[src/rtl/jt49_pkg.sv]
// jt49_pkg: envelope register addresses, controller FSM states and the
// zero-period rule shared by the envelope blocks.
package jt49_pkg;

    localparam logic [3:0] JT49_R_ENV_FINE   = 4'hD;
    localparam logic [3:0] JT49_R_ENV_COARSE = 4'hE;
    localparam logic [3:0] JT49_R_ENV_SHAPE  = 4'hF;

    typedef enum logic [1:0] {ST_STOP, ST_RESTART, ST_RUN} env_st_e;

    // A programmed period of 0 behaves exactly like a period of 1
    function automatic logic [15:0] eff_period(input logic [15:0] p);
        return (p == 16'd0) ? 16'd1 : p;
    endfunction

endpackage

[src/rtl/jt49_env_ctrl_if.sv]
// jt49_env_ctrl_if: CPU register bus plus core clock enable feeding the
// envelope controller.
interface jt49_env_ctrl_if;
    logic       cen;
    logic       wr;
    logic       rd;
    logic [3:0] addr;
    logic [7:0] din;
    logic [7:0] dout;

    modport master (output cen, wr, rd, addr, din, input dout);
    modport slave  (input cen, wr, rd, addr, din, output dout);
endinterface

[src/rtl/jt49_env_div.sv]
// jt49_env_div: cen prescaler and 16-bit period counter producing the
// envelope step request; clr holds both counters at zero.
module jt49_env_div #(
    parameter int PRESCALE = 16
) (
    input  logic        clk,
    input  logic        rst_n,
    input  logic        cen_i,
    input  logic        clr_i,
    input  logic [15:0] eff_i,
    output logic        step_o
);
    localparam int            PW       = $clog2(PRESCALE);
    localparam logic [PW-1:0] PRE_LAST = PW'(PRESCALE - 1);

    logic [PW-1:0] pre_q, pre_d;
    logic [15:0]   cnt_q, cnt_d;
    logic          tick, done;

    // >= rather than == so a lowered period ends the step at the next tick
    always_comb begin
        tick   = cen_i && (pre_q == PRE_LAST);
        done   = cnt_q >= (eff_i - 16'd1);
        step_o = !clr_i && tick && done;
        pre_d  = clr_i ? '0 : (tick ? '0 : (cen_i ? pre_q + 1'b1 : pre_q));
        cnt_d  = clr_i ? '0 : (tick ? (done ? '0 : cnt_q + 16'd1) : cnt_q);
    end

    always_ff @(posedge clk) begin
        if (!rst_n) begin
            pre_q <= '0;
            cnt_q <= '0;
        end else begin
            pre_q <= pre_d;
            cnt_q <= cnt_d;
        end
    end

endmodule

[src/rtl/jt49_env_ctrl.sv]
// jt49_env_ctrl: envelope registers R13-R15, restart FSM and step strobe for jt49_eg.
// Define JT49_ENV_READ_EN to make R13-R15 readable on bus.dout.
module jt49_env_ctrl
    import jt49_pkg::*;
#(
    parameter int PRESCALE = 16
) (
    input  logic                  clk,
    input  logic                  rst_n,
    jt49_env_ctrl_if.slave        bus,
    output logic [3:0]            eg_ctrl_o,
    output logic                  eg_cen_o,
    output logic                  eg_rst_n_o
);
    env_st_e     st_q, st_d;
    logic [15:0] period_q, period_d;
    logic [3:0]  shape_q, shape_d;
    logic        hold_q, eg_cen_q, eg_rst_n_q;
    logic        wr13, wr14, wr15, clr, step;

    always_comb begin
        wr13     = bus.wr && (bus.addr == JT49_R_ENV_FINE);
        wr14     = bus.wr && (bus.addr == JT49_R_ENV_COARSE);
        wr15     = bus.wr && (bus.addr == JT49_R_ENV_SHAPE);
        period_d = {wr14 ? bus.din : period_q[15:8], wr13 ? bus.din : period_q[7:0]};
        shape_d  = wr15 ? bus.din[3:0] : shape_q;
        st_d     = wr15 ? ST_RESTART : ((st_q == ST_RESTART) ? ST_RUN : st_q);
        // hold_q keeps the counters cleared one extra clk so the first step lands at PRESCALE*eff+1
        clr      = wr15 || hold_q || (st_q != ST_RUN);
    end

    always_ff @(posedge clk) begin
        if (!rst_n) begin
            st_q       <= ST_STOP;
            period_q   <= '0;
            shape_q    <= '0;
            hold_q     <= 1'b0;
            eg_cen_q   <= 1'b0;
            eg_rst_n_q <= 1'b1;
        end else begin
            st_q       <= st_d;
            period_q   <= period_d;
            shape_q    <= shape_d;
            hold_q     <= st_q == ST_RESTART;
            eg_cen_q   <= step;
            eg_rst_n_q <= !wr15;
        end
    end

    jt49_env_div #(.PRESCALE(PRESCALE)) u_div (
        .clk    (clk),
        .rst_n  (rst_n),
        .cen_i  (bus.cen),
        .clr_i  (clr),
        .eff_i  (eff_period(period_q)),
        .step_o (step)
    );

    assign eg_ctrl_o  = shape_q;
    assign eg_cen_o   = eg_cen_q;
    assign eg_rst_n_o = eg_rst_n_q;

`ifdef JT49_ENV_READ_EN
    logic [7:0] dout_q, dout_d;

    always_comb begin
        dout_d = !bus.rd ? dout_q :
                 (bus.addr == JT49_R_ENV_FINE)   ? period_q[7:0]  :
                 (bus.addr == JT49_R_ENV_COARSE) ? period_q[15:8] :
                 (bus.addr == JT49_R_ENV_SHAPE)  ? {4'b0, shape_q} : 8'h00;
    end

    always_ff @(posedge clk) begin
        if (!rst_n) dout_q <= '0;
        else        dout_q <= dout_d;
    end

    assign bus.dout = dout_q;
`else
    logic unused_rd;
    assign unused_rd = bus.rd;
    assign bus.dout  = 8'h00;
`endif

endmodule

[src/flat_wrapper.sv]
// flat-port wrapper written by rule: the top's interface ports become plain ports
module jt49_env_ctrl_flat import jt49_pkg::*;
#(
    parameter int PRESCALE = 16
)
  (clk, rst_n, eg_ctrl_o, eg_cen_o, eg_rst_n_o, bus_cen, bus_wr, bus_rd, bus_addr, bus_din, bus_dout);
  jt49_env_ctrl_if bus_i ();
  input  logic clk;
  input  logic rst_n;
  output logic [3:0] eg_ctrl_o;
  output logic eg_cen_o;
  output logic eg_rst_n_o;
  input wire logic [$bits(bus_i.cen)-1:0] bus_cen;
  input wire logic [$bits(bus_i.wr)-1:0] bus_wr;
  input wire logic [$bits(bus_i.rd)-1:0] bus_rd;
  input wire logic [$bits(bus_i.addr)-1:0] bus_addr;
  input wire logic [$bits(bus_i.din)-1:0] bus_din;
  output wire logic [$bits(bus_i.dout)-1:0] bus_dout;
  assign bus_i.cen = bus_cen;
  assign bus_i.wr = bus_wr;
  assign bus_i.rd = bus_rd;
  assign bus_i.addr = bus_addr;
  assign bus_i.din = bus_din;
  assign bus_dout = bus_i.dout;
  jt49_env_ctrl #(.PRESCALE(PRESCALE)) u_core (.clk(clk), .rst_n(rst_n), .bus(bus_i), .eg_ctrl_o(eg_ctrl_o), .eg_cen_o(eg_cen_o), .eg_rst_n_o(eg_rst_n_o));
endmodule
[config.mk]
export PLATFORM = sky130hd
export DESIGN_NAME = jt49_env_ctrl_flat
export DESIGN_NICKNAME = d
export VERILOG_FILES = /design/src/rtl/jt49_pkg.sv /design/src/rtl/jt49_env_ctrl_if.sv /design/src/rtl/jt49_env_div.sv /design/src/rtl/jt49_env_ctrl.sv /design/src/flat_wrapper.sv
export SDC_FILE = /design/constraint.sdc
export NUM_CORES = 1
export LEC_CHECK = 0
export ABC_CLOCK_PERIOD_IN_PS = 5700
export BUFFER_PORTS_ARGS = -buffer_cell sky130_fd_sc_hd__clkbuf_2
export CAP_MARGIN = 15
export CORE_UTILIZATION = 40
export CTS_BUF_LIST = sky130_fd_sc_hd__clkbuf_8 sky130_fd_sc_hd__clkbuf_16
export CTS_CLUSTER_DIAMETER = 50
export CTS_CLUSTER_SIZE = 40
export DETAILED_ROUTE_END_ITERATION = 8
export PLACE_DENSITY = 0.68
export SLEW_MARGIN = 0
export SYNTH_ARGS = -nofsm -noshare
export SYNTH_HDL_FRONTEND = slang
export SYNTH_SLANG_ARGS = --single-unit
export TNS_END_PERCENT = 30
[constraint.sdc]
create_clock -name clk -period 5.7 [get_ports clk]
set_input_delay 0.285 -clock clk [delete_from_list [all_inputs] [get_ports clk]]
set_output_delay 0.285 -clock clk [all_outputs]
set_load 0.05 [all_outputs]
==> reports/metrics.yaml <==
finish:
  layout_common_cells: "dfxtp_1 (45), nor2_1 (29), nand2_1 (24), clkbuf_2 (21), ha_1 (19)"
  drive_gt1_share_pct: 14.2
  multiInputGateArea_um2: 1570
  area_growth_pct: 9.45
  antenna_cells: 0
  n_fill_cell: 583
  layout_commonest_cell: "dfxtp_1"
  nNetsFinal: 338
  seq_area_um2: 901
synth:
  syn_avg_cell_area_um2: 9.11
  synth_top_area_share_pct: 35.1
  synth-seq-cells: 45
  synth_edf_count: 0
  synth_warnings: 0
  syn_inst: 282
  synth_area_leader_cell: "dfxtp_1"
  syn-cell-area_um2: 2570
  ys_seq_area_share_pct: 35.1
  synth.area.top_cells: "dfxtp_1 (35%), ha_1 (9.3%), xnor2_1 (5.5%)"
  synthDistinctLibCells: 49
  synth_ff_type: "dfxtp_1"
  async_flop_share_pct: 0
detailed_routing:
  viasPerCell: 5.26
  first_iter_violations: 61
  wire_per_inst_um: 13.0
  routed_wl_mm: 4.90
  vias: 1990
  antenna_left: 0
  drc_errors: 0
  drt_pass1_iterations: 4
sta:
  fin_crit_sh_pct: 66.6
  tns_ns: 0
  whs_ns: 0.238
  finClkSkew_ns: 0.00765
  worst_slew_pin_slew_ns: 0.715
  setup_violations: 0
  maxSlewHeadroom_pct: 52.1
  fmax_ghz: 0.263
  slew_viol_final: 0
  rsz0062_at_grt: "false"
  final.min_clock_period_ns: 3.80
  finalHoldViolCount: 0
critical_path:
  crit-reg2reg-launch: "u_core.period_q[9]"
  critical_path.max_fanout: 15
  crit_chain: "nor4_2 -> nor4b_4 -> a31oi_1 -> ha_1 -> nor3b_4 -> nand2_2 -> nor2_1 -> xnor2_1 -> ha_1 -> nand2_1 -> o21ai_0 -> a311oi_1 -> a21boi_2 -> nor2_1"
  worstPathArrival_ns: 3.95
  critPathCaptureType: "flip-flop"
  start_kind: "flip-flop"
  slowest_stage: "a21boi_2"
  max_stage_delay_ns: 0.59
  timing.rr.end: "u_core.u_div.cnt_q[11]"
  worstPathRequired_ns: 5.85
  reg2reg_depth: 14
  path_class: "reg2reg"
  r2r_slack_ns: 1.90
clock_tree:
  cts_buffer_depth: 2
  clk_latency_ns: 0.29
  hold_buffers: 0
  cts_made_buffers: 5
  cts_tree: "yes"
  clk_pin_slew_ns: 0.09
  cts-root-buf: "clkbuf_8"
  clock-sinks: 45
  cts_resized: 0
  cts.htree.levels: 2
  cts_setup_buffers: 0
min_path:
  hp-start: "bus_din[6]"
  hold_end: "u_core.period_q[14]"
  whs_path_depth: 3
  hold_path_class: "in2reg"
die:
  die-area_um2: 6750
  start_util_pct: 42.4
  rows: 28
  die_width_um: 82.2
  die_h_um: 82.2
  io_pins: 31
  core_um2: 6060
grt:
  grt.overflow.total: 0
  grt_usage_pct: 16.8
  grt_pass1_vias: 1995
  grt_pass1_wl_mm: 8.72
  antenna_found_initial: 0
  grt_start_max_net_pins: 22
place:
  gp_congestion: 0.786
  io_buffer_count: 21
  place_hpwl_mm: 3.78
outcome:
  status: "complete, no violations"
power_and_ir_drop:
  power_density_nw_per_um2: 233
  p_leak_uw: 0.00106
  peakVddDrop_mv: 0.173
flow_run:
  drv_cap: 0
cell type report:
cell class	instances	share of cell area, %
clock buffer	5	2.45
timing repair buffer	21	3.74
tap	75	3.34
multi-input combinational	222	56.0
clock inverter	3	1.56
sequential	45	32.0
inverter	7	0.934
synth_stat cells (9+ instances only):
cell / instances
dfxtp_1: 45
xor2_1: 12
nand2_1: 24
mux2i_1: 9
o21ai_0: 13
nor2_1: 29
nand3_1: 11
xnor2_1: 16
buf_4: 10
ha_1: 19
nand4_1: 11
flip-flops by register name, indices dropped and copies added (netlist names):
name and cells:
u_core.eg_cen_o 1, u_core.eg_ctrl_o 4, u_core.eg_rst_n_o 1, u_core.hold_q 1, u_core.period_q 16, u_core.st_q 2, u_core.u_div.cnt_q 16, u_core.u_div.pre_q 4
where the power goes:
part,switching [uW],internal [uW]
clock,111,131
combinational,58.3,36.5
sequential,2.86,316
total,172,484
layer usage:
| layer | global-route usage, % | vias to the layer above | part of all wire, % |
|---|---|---|---|
| met3 | 3.30 | 7 | 3.4 |
| met2 | 30.0 | 44 | 48 |
| li1 | - | 1021 | - |
| met4 | 5.61 | 0 | 1.7 |
| met1 | 19.8 | 918 | 47 |
| met5 | 0 | - | 0 |
metrics by stage:
step / cell area [um^2] / utilization (%) / setup WS (ns) / instances / total power (uW)
2_1_floorplan: 2600 / - / 2.63 / 289 / 405
3_3_place_gp: 2700 / 44.6 / 2.04 / 370 / 418
3_5_place_dp: 2700 / 44.6 / 1.95 / 370 / 420
4_1_cts: 2810 / 46.4 / 1.88 / 378 / 663
5_1_grt: 2810 / 46.4 / 1.63 / 378 / 688
6_report: 2810 / 46.4 / 1.90 / 378 / 656
cells by family (layout without fill, tap and decap cells):
kind of cell             after synthesis  after routing  share of synthesized area (%)
multiplexers                           9              9                           3.51
XOR/XNOR                              28             28                           9.54
other                                  1              8                          0.146
AND/OR/NAND/NOR                      111            111                           25.9
flip-flops                            45             45                           35.1
buffers and inverters                 22             36                           4.72
AO/OA/AOI/OAI                         47             47                           11.9
adder cells (fa/ha/maj)               19             19                           9.25
worst max-delay path, delay by kind of cell (launching register included):
kind | cells | cell delay [ns]
AO/OA/AOI/OAI | 4 | 1.29
XOR/XNOR | 1 | 0.13
adder cells (fa/ha/maj) | 2 | 0.54
flip-flops | 1 | 0.39
AND/OR/NAND/NOR | 7 | 1.31
worst max-delay path by stage:
stage / start / to / slack, ns / cells after the start
final: u_core.period_q[9] / u_core.u_div.cnt_q[11] / 1.90 / 14
after global routing: u_core.period_q[9] / u_core.u_div.cnt_q[11] / 1.63 / 14
after CTS: u_core.period_q[9] / u_core.u_div.cnt_q[8] / 1.88 / 14
after detailed placement: u_core.period_q[9] / u_core.u_div.cnt_q[8] / 1.95 / 14
after global placement: u_core.period_q[9] / u_core.u_div.cnt_q[9] / 2.04 / 14
after floorplan: u_core.period_q[9] / u_core.u_div.cnt_q[10] / 2.63 / 15
(Power assumes the default switching activity.)
